`src/rtl/inst_load_pkg.sv`:
```
`default_nettype none
// ============================================================================
// Module      : inst_load_pkg
// Description : Shared types and constants for the instruction-memory boot
//               loader. These are the loader FSM state encoding, the default
//               RAM depth and the frame geometry.
// Revision    : 1.0 - initial release
// ============================================================================
package inst_load_pkg;

    // log2 of instruction RAM depth in words
    localparam int DEPTH_LOG2_DEFAULT = 6;

    // Frame geometry: two length bytes, then four bytes per instruction word
    localparam int HDR_BYTES      = 2;
    localparam int BYTES_PER_WORD = 4;

    // Loader state encoding
    typedef enum logic [2:0] {
        IDLE   = 3'd0,
        LEN_HI = 3'd1,
        LEN_LO = 3'd2,
        DATA   = 3'd3,
        CSUM   = 3'd4,
        DONE   = 3'd5,
        ERROR  = 3'd6
    } state_t;

endpackage : inst_load_pkg
`default_nettype wire

```
`src/rtl/inst_mem_loader_byte_packer.sv`:
```
`default_nettype none
// ============================================================================
// Module      : byte_packer
// Description : Assembles big-endian 32-bit words from a byte stream. The
//               first byte received becomes the MSB. o_word_valid is asserted
//               combinationally in the cycle the 4th byte arrives, with
//               o_word carrying the complete word in that cycle.
// Ports       : clk, rst        - clock, synchronous active-high reset
//               i_clear         - synchronous restart at byte 0
//               i_valid/i_byte  - incoming byte strobe and data
//               o_word          - assembled word (valid with o_word_valid)
//               o_word_valid    - 4th byte of a word is present this cycle
// Revision    : 1.0 - initial release
// ============================================================================
module byte_packer
    import inst_load_pkg::*;
(
    input  logic        clk,
    input  logic        rst,
    input  logic        i_clear,
    input  logic        i_valid,
    input  logic [7:0]  i_byte,
    output logic [31:0] o_word,
    output logic        o_word_valid
);

    localparam int c_shift_w = 8 * (BYTES_PER_WORD - 1);

    logic [1:0]           r_cnt;
    logic [c_shift_w-1:0] r_shift;

    always_ff @(posedge clk) begin
        if (rst || i_clear) begin
            r_cnt   <= 2'd0;
            r_shift <= '0;
        end else if (i_valid) begin
            // Counter wraps 3 -> 0 so the next word starts cleanly
            r_cnt   <= r_cnt + 2'd1;
            r_shift <= {r_shift[c_shift_w-9:0], i_byte};
        end
    end

    assign o_word_valid = i_valid && (r_cnt == 2'd3);
    assign o_word       = {r_shift, i_byte};

endmodule : byte_packer
`default_nettype wire

```
`src/rtl/inst_mem_loader.sv`:
```
`default_nettype none
// ============================================================================
// Module      : inst_mem_loader
// Description : Boot-time loader for the instruction RAM. It parses a framed
//               byte stream from the UART receiver, writes big-endian words
//               into the RAM write port and holds the CPU in reset until a
//               checksum-verified image is complete.
//               Frame layout: LEN_HI LEN_LO, 4*N data bytes, CSUM. The XOR
//               of all frame bytes must be 0x00.
// Ports       : clk, rst           - clock, synchronous active-high reset
//               start              - pulse, begin a new load (only when idle/
//                                    finished)
//               rx_data, rx_valid  - byte stream, no backpressure
//               we, wa, wd         - instruction RAM write port (registered)
//               hold               - CPU reset request
//               done, err          - outcome of the last load (levels)
// Revision    : 1.0 - initial release
// ============================================================================
module inst_mem_loader
    import inst_load_pkg::*;
#(
    parameter int DEPTH_LOG2 = DEPTH_LOG2_DEFAULT
) (
    input  logic                  clk,
    input  logic                  rst,
    input  logic                  start,
    input  logic [7:0]            rx_data,
    input  logic                  rx_valid,
    output logic                  we,
    output logic [DEPTH_LOG2-1:0] wa,
    output logic [31:0]           wd,
    output logic                  hold,
    output logic                  done,
    output logic                  err
);

    // Largest legal word count (a full RAM). 17 bits so 2^16 also fits.
    localparam logic [16:0] c_max_words = 17'(1) << DEPTH_LOG2;

    state_t                r_state;
    logic [7:0]            r_len_hi;
    logic [7:0]            r_xor;
    logic [DEPTH_LOG2-1:0] r_word_cnt;
    logic [DEPTH_LOG2-1:0] r_last;

    logic                  w_start_ok;
    logic                  w_pk_valid;
    logic                  w_word_valid;
    logic [31:0]           w_word;
    logic [15:0]           w_len;
    logic [7:0]            w_xor_next;

    // start is only honoured when no load is in flight
    assign w_start_ok = start && ((r_state == IDLE) || (r_state == DONE) ||
                                  (r_state == ERROR));
    assign w_len      = {r_len_hi, rx_data};
    assign w_xor_next = r_xor ^ rx_data;
    assign w_pk_valid = rx_valid && (r_state == DATA);

    byte_packer u_packer (
        .clk          (clk),
        .rst          (rst),
        .i_clear      (w_start_ok),
        .i_valid      (w_pk_valid),
        .i_byte       (rx_data),
        .o_word       (w_word),
        .o_word_valid (w_word_valid)
    );

    always_ff @(posedge clk) begin
        if (rst) begin
            r_state    <= IDLE;
            r_len_hi   <= 8'h00;
            r_xor      <= 8'h00;
            r_word_cnt <= '0;
            r_last     <= '0;
            we         <= 1'b0;
            wa         <= '0;
            wd         <= 32'h0;
            hold       <= 1'b1;
            done       <= 1'b0;
            err        <= 1'b0;
        end else begin
            we <= 1'b0;
            if (w_start_ok) begin
                // A byte arriving together with an honoured start is dropped
                r_state    <= LEN_HI;
                r_xor      <= 8'h00;
                r_word_cnt <= '0;
                hold       <= 1'b1;
                done       <= 1'b0;
                err        <= 1'b0;
            end else if (rx_valid) begin
                case (r_state)
                    LEN_HI: begin
                        r_len_hi <= rx_data;
                        r_xor    <= w_xor_next;
                        r_state  <= LEN_LO;
                    end
                    LEN_LO: begin
                        r_xor <= w_xor_next;
                        if ({1'b0, w_len} > c_max_words) begin
                            r_state <= ERROR;
                            err     <= 1'b1;
                        end else if (w_len == 16'h0000) begin
                            r_state <= CSUM;
                        end else begin
                            // Index of the final word; N <= depth so it fits
                            r_last  <= DEPTH_LOG2'(w_len - 16'd1);
                            r_state <= DATA;
                        end
                    end
                    DATA: begin
                        r_xor <= w_xor_next;
                        if (w_word_valid) begin
                            we         <= 1'b1;
                            wa         <= r_word_cnt;
                            wd         <= w_word;
                            r_word_cnt <= r_word_cnt + DEPTH_LOG2'(1);
                            if (r_word_cnt == r_last) begin
                                r_state <= CSUM;
                            end
                        end
                    end
                    CSUM: begin
                        r_xor <= w_xor_next;
                        if (w_xor_next == 8'h00) begin
                            r_state <= DONE;
                            done    <= 1'b1;
                            hold    <= 1'b0;
                        end else begin
                            r_state <= ERROR;
                            err     <= 1'b1;
                        end
                    end
                    default: begin
                        // IDLE / DONE / ERROR: stray bytes are ignored
                    end
                endcase
            end
        end
    end

endmodule : inst_mem_loader
`default_nettype wire

```
`config.mk`:
```
export PLATFORM = sky130hd
export DESIGN_NAME = inst_mem_loader
export DESIGN_NICKNAME = d
export VERILOG_FILES = /design/src/rtl/inst_load_pkg.sv /design/src/rtl/inst_mem_loader_byte_packer.sv /design/src/rtl/inst_mem_loader.sv
export SDC_FILE = /design/constraint.sdc
export NUM_CORES = 1
export LEC_CHECK = 0
export CAP_MARGIN = 25
export CELL_PAD_IN_SITES_DETAIL_PLACEMENT = 0
export CELL_PAD_IN_SITES_GLOBAL_PLACEMENT = 1
export CORE_UTILIZATION = 44
export DETAILED_ROUTE_END_ITERATION = 6
export PLACE_DENSITY = 0.8
export SLEW_MARGIN = 20
export SYNTH_ARGS = -nofsm -noshare
export SYNTH_HDL_FRONTEND = slang
export SYNTH_SLANG_ARGS = --single-unit
```
`constraint.sdc`:
```
create_clock -name clk -period 3.8 [get_ports clk]
set_input_delay 0.57 -clock clk [delete_from_list [all_inputs] [get_ports clk]]
set_output_delay 0.57 -clock clk [all_outputs]
set_load 0.005 [all_outputs]
```
==> results.cfg, run 1 <==
[outcome]
run_status = complete, but fails checks
violations = design-rule violations

[grt]
grt_usage_pct = 18.89
antenna_found_initial = 0
grt_max_degree = 55
grt_overflow_total = 0
grt_pass1_wl_um = 14450
grt_pass1_vias = 3099

[detailed_routing]
drcViolationCount = 3
first_iter_violations = 112
routedWlPerCell_um = 13.55
vias = 3206
routed_wl_um = 8591
ant_nets = 0
vias_per_cell = 5.057
dr.pass1.iters = 7

[setup_path]
crit_required_ns = 4.08
path_max_fanout = 12
crit_start = rx_data[0]
crit_path_cell_trace = clkdlybuf4s50_1 > inv_1 > ha_1 > nor2b_1 > a21o_1 > a2111oi_4 > nor2_1 > a211oi_2
slowest_delay_ns = 0.69
crit_path_top_delay_cell = a2111oi_4
cp-start-kind = input port
end_kind = flop
cp_data_arrival_time_ns = 3.00
rr_startpoint = r_state[1]
cp_num_buf_inv = 2
timing_worst_setup_path_type = input port to flop
crit_family = compound AO/OA/AOI/OAI gates

[power_and_ir_drop]
p_seq_share_pct = 53.4
total_power_mw = 1.976
cellLeakagePower_nw = 1.560
swShare_pct = 22.80
p_sw_mw = 0.4505
peakVddDrop_uv = 166.8
combPwrFrac_pct = 5.8
internal_power_mw = 1.525
p_per_area_nw_per_um2 = 409.6
clkPwrFrac_pct = 40.8

[die]
num_rows = 34
die_h_um = 98.05
die-width_um = 98.05
start_util_pct = 46.09
core_area_um2 = 8806
io_pins = 54
dieArea_um2 = 9613

[sta]
drv_slew = 0
tightest_slew_ns = 0.7981
relSlewSlack_pct = 46.50
finalHoldViolations = 0
fmax_ghz = 0.3671
fin_setup_tns_ns = 0
setup_viol = 0
min_period_over_period_pct = 71.68
rsz0062_at_grt = no
min_period_ns = 2.724
fin_skew_ns = 0.007332

[final_layout]
fin_nets = 538
num_antenna_cells = 0
layout-drive-gt1-share_pct = 6.654
area_growth_pct = 18.83
stdcell_count = 634

[job]
max_cap_violations = 0

[hold_path]
min-delay-start = u_packer.r_shift[23]
hp-class = flop to flop

[synthesis]
post-synth-top-count-cell = nand2_1
syn_avg_cell_area_um2 = 8.300
synthTopCellsByArea = dfxtp_1 49%, nand2_1 13%, a21oi_1 8.1%
synth_seq_area_share_pct = 48.83
synth_edf_count = 0
yosysTopAreaCellShare_pct = 48.83
syn_inst = 489
async_flop_share_pct = 0
yosys-top-cells-count = 145 x nand2_1, 99 x dfxtp_1, 66 x a21oi_1
yosysWarnings = 0
synth_cell_types = 47
ys_seq_elements = 99
synth_area_um2 = 4059
syn-num-nets = 505
yosys.area.top_type = dfxtp_1
yosys_most_used_dff = dfxtp_1

[place]
port_buffers = 53
dp_cells = 619
place.gp.congestion = 0.7843
dp_hpwl_um = 5826

[clock_tree]
clock_sinks = 99
clk_latency_ns = 0.36
clockBufferDepth = 2
h-tree-depth = 3
cts_tree = done
cts.reportedPaths.clkPinSlew_ns = 0.09
cts_hold_buffers = 0
cts_root_buffer = clkbuf_8
post_cts_resized = 0
postCtsSetupBuffers = 0
cts_made_buffers = 9
-- cells in the final DEF (no fill, tap or decap), types with 3 or more instances in the layout --
cell type | synthesis | routed
a211oi_2 | 4 | 4
a21oi_1 | 66 | 66
buf_4 | 2 | 6
bufinv_16 | 0 | 3
clkbuf_8 | 0 | 9
clkdlybuf4s50_1 | 0 | 52
dfxtp_1 | 99 | 99
ha_1 | 4 | 4
inv_1 | 4 | 4
mux2i_1 | 8 | 8
nand2_1 | 145 | 145
nand2b_1 | 3 | 3
nand3_1 | 3 | 3
nand4_1 | 4 | 4
nor2_1 | 36 | 36
nor3_1 | 7 | 7
o21ai_0 | 3 | 3
xnor2_1 | 20 | 20
xor2_1 | 13 | 13
-- worst reg2reg max path, cell delays in order, from the launching register on --
cell and delay (ns):
dfxtp_1 0.56, and4b_1 0.28, buf_4 0.30, nand2_2 0.32, o32ai_4 0.41, and4_1 0.24
nor3_1 0.05
-- through the flow --
stage                     instance area [um^2]  util, %  hold slack [ns]  setup WS (ns)
final                                     4823    54.77           0.4567          1.076
after global routing                      4823    54.77           0.4738         0.8788
after CTS                                 4823    54.77           0.4565          1.063
after detailed placement                  4587    52.09           0.4439         0.6929
after global placement                    4587    52.09           0.4341         0.8006
after floorplan                           4059        -           0.4321          1.524
-- sequential cells by signal, summed over array words and instances, names as in the netlist --
name	cells
done	1
r_len_hi	8
we	1
wd	32
wa	6
u_packer.r_shift	24
r_state	3
r_word_cnt	6
err	1
r_last	6
r_xor	8
u_packer.r_cnt	2
hold	1
-- power groups by stage --
stage / registers, mW / clock network, mW / logic (mW)
2_1_floorplan: 1.07 / 0 / 0.0904
3_3_place_gp: 1.08 / 0 / 0.114
5_1_grt: 1.06 / 0.862 / 0.127
4_1_cts: 1.05 / 0.820 / 0.116
3_5_place_dp: 1.08 / 0 / 0.115
6_report: 1.05 / 0.805 / 0.115
-- cells by family (layout without fill, tap and decap cells) --
group	count (synthesis)	in the layout	synth area share (%)
compound gates	89	89	13.69
mux	8	8	1.973
buf+inv	41	78	4.747
simple gates	215	215	22.41
flops	99	99	48.83
fa+ha+maj	4	4	1.233
xor+xnor	33	33	7.121
-- path summary, 6_finish.rpt --
| path | endpoint | slack [ns] | depth (start not counted) |
|---|---|---|---|
| max reg2reg | r_state[1] | 1.52 | 6 |
| min | wd[31] | 0.46 | 2 |
| min reg2reg | wd[31] | 0.46 | 2 |
| max | r_last[2] | 1.08 | 8 |
-- area by class of cell --
class,instances,area [um^2]
inverters,4,15.01
well taps,108,135.1
fillers,834,3983
clock buffers,9,123.9
repair buffers,59,570.5
multi-input cells,349,1884
clock inverters,6,112.6
flip-flops and latches,99,1982
-- routing by layer --
metal  global-route usage (%)  share of wire (%)
met5                        0                  0
met2                    31.26                 46
met3                    3.722                3.1
met4                    8.042                1.6
met1                    23.98                 49
(Power assumes the default switching activity.)
==> run 2, diff against run 1 <==
- CORE_UTILIZATION: 44 -> 37
- PLACE_DENSITY: 0.8 -> 0.72
- clock period: 3.8 -> 2.35 ns (I/O delays scaled with it)
==> run 2 against run 1 <==
The run now ends clean; sequential share of layout area fell by 1.0 points; die area rose by 19%; flip-flop and latch count did not move; final cell count rose by 6.9%; critical path type unchanged; non-clock buffer count rose by 15; core utilization fell by 7.5 points; combinational power rose by 79%; first-iteration DRC count rose by 42%; highest routed layer unchanged; count of clock-buffer cells in the layout rose by 2; total power rose by 51%.
==> results.cfg, run 2 (synthesized netlist as in run 1, its figures left out) <==
[outcome]
run_status = complete, no violations

[grt]
grt_pass1_wl_um = 15190
grt_overflow_total = 0
grt.busiest_layer = met2
antenna_found_initial = 0
grt_pass1_vias = 3188
use_met1_pct = 23.14
grt_usage_pct = 17.02
grt_max_degree = 55
grtUsageMet3_pct = 3.404
grt_use_met2_pct = 26.54

[final_layout]
layout-drive-gt1-share_pct = 9.410
layout_common_cells = 145 x nand2_1, 99 x dfxtp_1, 66 x a21oi_1, 52 x clkdlybuf4s50_1, 36 x nor2_1
multi_input_area_um2 = 1884
fillers = 1092
area_growth_pct = 21.79
final_cell_area_um2 = 4943
ff_latch_area_um2 = 1982
largest_reg_flops = 32
top_register = wd
final_util_pct = 47.25
stdcell_count = 678
num_antenna_cells = 0
fin_nets = 553
layout_commonest_cell = nand2_1
top_regs = wd (32), u_packer.r_shift (24)

[clock_tree]
cts_made_buffers = 9
post_cts_resized = 0
h-tree-depth = 3
clock_sinks = 99
cts.reportedPaths.clkPinSlew_ns = 0.09
clockBufferDepth = 2
cts_hold_buffers = 0
clk_latency_ns = 0.37
cts_tree = done
cts_root_buffer = clkbuf_8
postCtsSetupBuffers = 0

[setup_path]
end_kind = flop
cp-start-kind = input port
crit_required_ns = 2.64
timing_worst_setup_path_type = input port to flop
path_max_fanout = 12
cp_data_arrival_time_ns = 2.28

[detailed_routing]
vias_per_cell = 4.839
drcViolationCount = 0
dr.pass1.iters = 4
vias = 3281
ant_nets = 0
routedWlPerCell_um = 13.09
first_iter_violations = 159
routed_wl_um = 8874

[place]
dp_hpwl_um = 6349
dp_cells = 662
dp_slack_ns = -0.004582
placed_area_um2 = 4747
port_buffers = 53
place.gp.congestion = 0.7945

[power_and_ir_drop]
peakVddDrop_uv = 275.5
total_power_mw = 2.979
swShare_pct = 25.08
cellLeakagePower_nw = 1.617
clkPwrFrac_pct = 35.8
internal_power_mw = 2.232
p_seq_share_pct = 57.3
combPwrFrac_pct = 6.9
p_sw_mw = 0.7473
p_per_area_nw_per_um2 = 602.7

[die]
num_rows = 37
io_pins = 54
start_util_pct = 38.79
die_h_um = 106.7
dieArea_um2 = 11390
core_area_um2 = 10460
die-width_um = 106.7

[sta]
rsz0062_at_grt = no
drv_slew = 0
min_period_ns = 1.989
setup_ws_ns = 0.3606
tightest_slew_ns = 0.5656
fin_skew_ns = 0.01176
min_period_over_period_pct = 84.66
fmax_ghz = 0.5027
relSlewSlack_pct = 62.29
setup_viol = 0
finalHoldViolations = 0

[job]
max_cap_violations = 0

[hold_path]
hp-class = flop to flop
==> run 2: changes by cell type in the layout (fill, tap and decap cells not counted), moves of 2 or more <==
| cell | previous run | this run |
|---|---|---|
| buf_4 | 6 | 20 |
| bufinv_16 | 3 | 0 |
| clkbuf_8 | 9 | 11 |
| clkinv_4 | 0 | 2 |
==> run 2: final cells by class <==
cell class                      instances  share of cell area, %
Clock buffer                           11                  3.063
Multi-Input combinational cell        349                  38.12
Inverter                                4                 0.3037
Sequential cell                        99                  40.09
Clock inverter                          5                 0.9112
Tap cell                              136                  3.442
Timing Repair Buffer                   74                  14.07
==> run 2: layer usage <==
layer / part of all wire, % / vias up
li1: - / 1697
met2: 45 / 57
met4: 1.1 / 0
met1: 51 / 1520
met3: 3.4 / 7
met5: 0 / -
==> run 2: power groups by stage <==
| stage | registers, mW | clock network [mW] | logic (mW) |
|---|---|---|---|
| global route | 1.71 | 1.18 | 0.228 |
| CTS | 1.71 | 1.11 | 0.209 |
| global placement | 1.74 | 0 | 0.205 |
| detailed placement | 1.75 | 0 | 0.207 |
| finish | 1.71 | 1.07 | 0.206 |
| floorplan | 1.74 | 0 | 0.146 |
==> run 2: path summary, 6_finish.rpt <==
check | depth (start not counted) | slack (ns) | endpoint | startpoint
max | 9 | 0.36 | r_last[4] | rx_data[0]
min | 2 | 0.46 | wd[30] | wd[30]
max reg2reg | 6 | 0.44 | r_last[4] | r_state[1]
min reg2reg | 2 | 0.46 | wd[30] | wd[30]
==> run 2: through the flow <==
step                  TNS, ns  hold slack, ns
finish                      0          0.4551
global route                0          0.4719
CTS                         0          0.4589
detailed placement  -0.005639          0.4451
global placement            0          0.4394
floorplan                   0          0.4321
==> run 2: critical path: stages <==
cell and delay [ns]:
clkdlybuf4s50_1 0.43, inv_1 0.11, ha_1 0.17, nor2b_1 0.24
nand3_2 0.13, a2111oi_4 0.36, buf_4 0.25, nor2_1 0.07
a211oi_2 0.18
==> run 3, diff against run 2 <==
- CORE_UTILIZATION: 37 -> 41
- PLACE_DENSITY: 0.72 -> 0.75
- clock period: 2.35 -> 2 ns (I/O delays scaled with it)
==> run 3 against run 2 <==
Clock power grew 9%; wire length grew 4.9%; first-iteration DRC count shrank 22%; setup slack got worse by 0.14 ns; combinational power grew 38%; sequential power rose by 17%; cell area grew 3.6%; largest power group unchanged; via count is 2.4% higher.
==> results.cfg, run 3 (synthesized netlist as in run 1, its figures left out) <==
[clock_tree]
h-tree-depth = 3
clk_latency_ns = 0.36
cts.reportedPaths.clkPinSlew_ns = 0.09
clockBufferDepth = 2
cts_made_buffers = 9
cts_root_buffer = clkbuf_8
clock_sinks = 99
cts_tree = done
cts_hold_buffers = 0

[sta]
tightest_slew_ns = 0.5921
min_period_ns = 1.782
setup_viol = 0
finalHoldViolations = 0
drv_slew = 0
relSlewSlack_pct = 60.53
rsz0062_at_grt = no
min_period_over_period_pct = 89.10
fmax_ghz = 0.5611
holdWs_ns = 0.4019
fin_skew_ns = 0.01189

[die]
core_area_um2 = 9415
die_h_um = 101.5
num_rows = 35
die-width_um = 101.5
dieArea_um2 = 10300
start_util_pct = 43.11
io_pins = 54

[setup_path]
timing_worst_setup_path_type = flop to flop
cp-start-kind = flop
end_kind = flop
cp_data_arrival_time_ns = 2.02
crit_required_ns = 2.24
path_max_fanout = 13

[power_and_ir_drop]
peakVddDrop_uv = 551.7
total_power_mw = 3.460
cellLeakagePower_nw = 1.747
p_per_area_nw_per_um2 = 675.3

[place]
dp_hpwl_um = 6670
dp_cells = 677
port_buffers = 53
place.gp.congestion = 0.7891
placed_area_um2 = 4903

[detailed_routing]
vias_per_cell = 4.829
vias = 3361
routedWlPerCell_um = 13.37
routed_wl_um = 9306
ant_nets = 0
dr.pass1.iters = 4
first_iter_violations = 124
drcViolationCount = 0

[final_layout]
stdcell_count = 696
final_cell_area_um2 = 5124
top_register = wd
top_regs = wd (32), u_packer.r_shift (24)
num_antenna_cells = 0
layout_commonest_cell = nand2_1
area_growth_pct = 26.23
layout-drive-gt1-share_pct = 14.11
layout_common_cells = 145 x nand2_1, 99 x dfxtp_1, 66 x a21oi_1, 50 x clkdlybuf4s50_1, 45 x buf_4
largest_reg_flops = 32
fin_nets = 579

[job]
max_cap_violations = 0

[grt]
grt_pass1_vias = 3186
grt_max_degree = 55
grt_pass1_wl_um = 15440
grt_usage_pct = 19.27
grt_overflow_total = 0
antenna_found_initial = 0

[outcome]
run_status = complete, no violations

[hold_path]
hp-class = input port to flop
## run 3: final cells by class
type                       count  area (um^2)
clock buffer                   9        123.9
sequential                    99         1982
multi-input combinational    349         1889
clock inverter                 6        52.55
fill                         925         4292
timing repair buffer         100        899.6
tap                          129        161.4
inverter                       4        15.01
## run 3: worst max-delay path, cell delays in order (launching register included)
cell	delay, ns
dfxtp_1	0.57
and4b_1	0.34
nand2_2	0.12
buf_4	0.20
nor3_1	0.26
xnor2_1	0.15
nor2_1	0.05
## run 3: power breakdown
part | internal [mW] | switching (mW)
Sequential | 1.99 | 0.0172
Combinational | 0.126 | 0.158
Clock | 0.461 | 0.711
Total | 2.57 | 0.886
## run 3: final timing paths
path	startpoint	endpoint	slack (ns)	cells past startpoint
hold / removal	rx_data[0]	r_last[0]	0.40	3
hold reg to reg	wd[28]	wd[28]	0.46	2
setup reg to reg	r_state[0]	r_word_cnt[5]	0.22	6
setup / recovery	r_state[0]	r_word_cnt[5]	0.22	6
## run 3: layer usage
metal / global-route usage [%] / routed length [um]
met5: 0 / 0
met3: 2.553 / 195
met4: 6.020 / 91
met2: 31.61 / 4397
met1: 26.39 / 4621
## run 3: metrics by stage
stage	worst slack [ns]	util, %	TNS [ns]
after CTS	0.006985	53.95	0
after global routing	0.02335	54.42	0
after global placement	-0.2674	52.08	-2.029
after detailed placement	-0.3555	52.08	-3.077
after floorplan	0.04032	-	0
final	0.2179	54.42	0
## run 3: repair_timing
action / 4_1_cts / 5_1_grt
hold endpoints to repair: 0 / 0
buffers inserted: 0 / 3
setup endpoints to repair: 0 / 6
resized for setup: 0 / 8
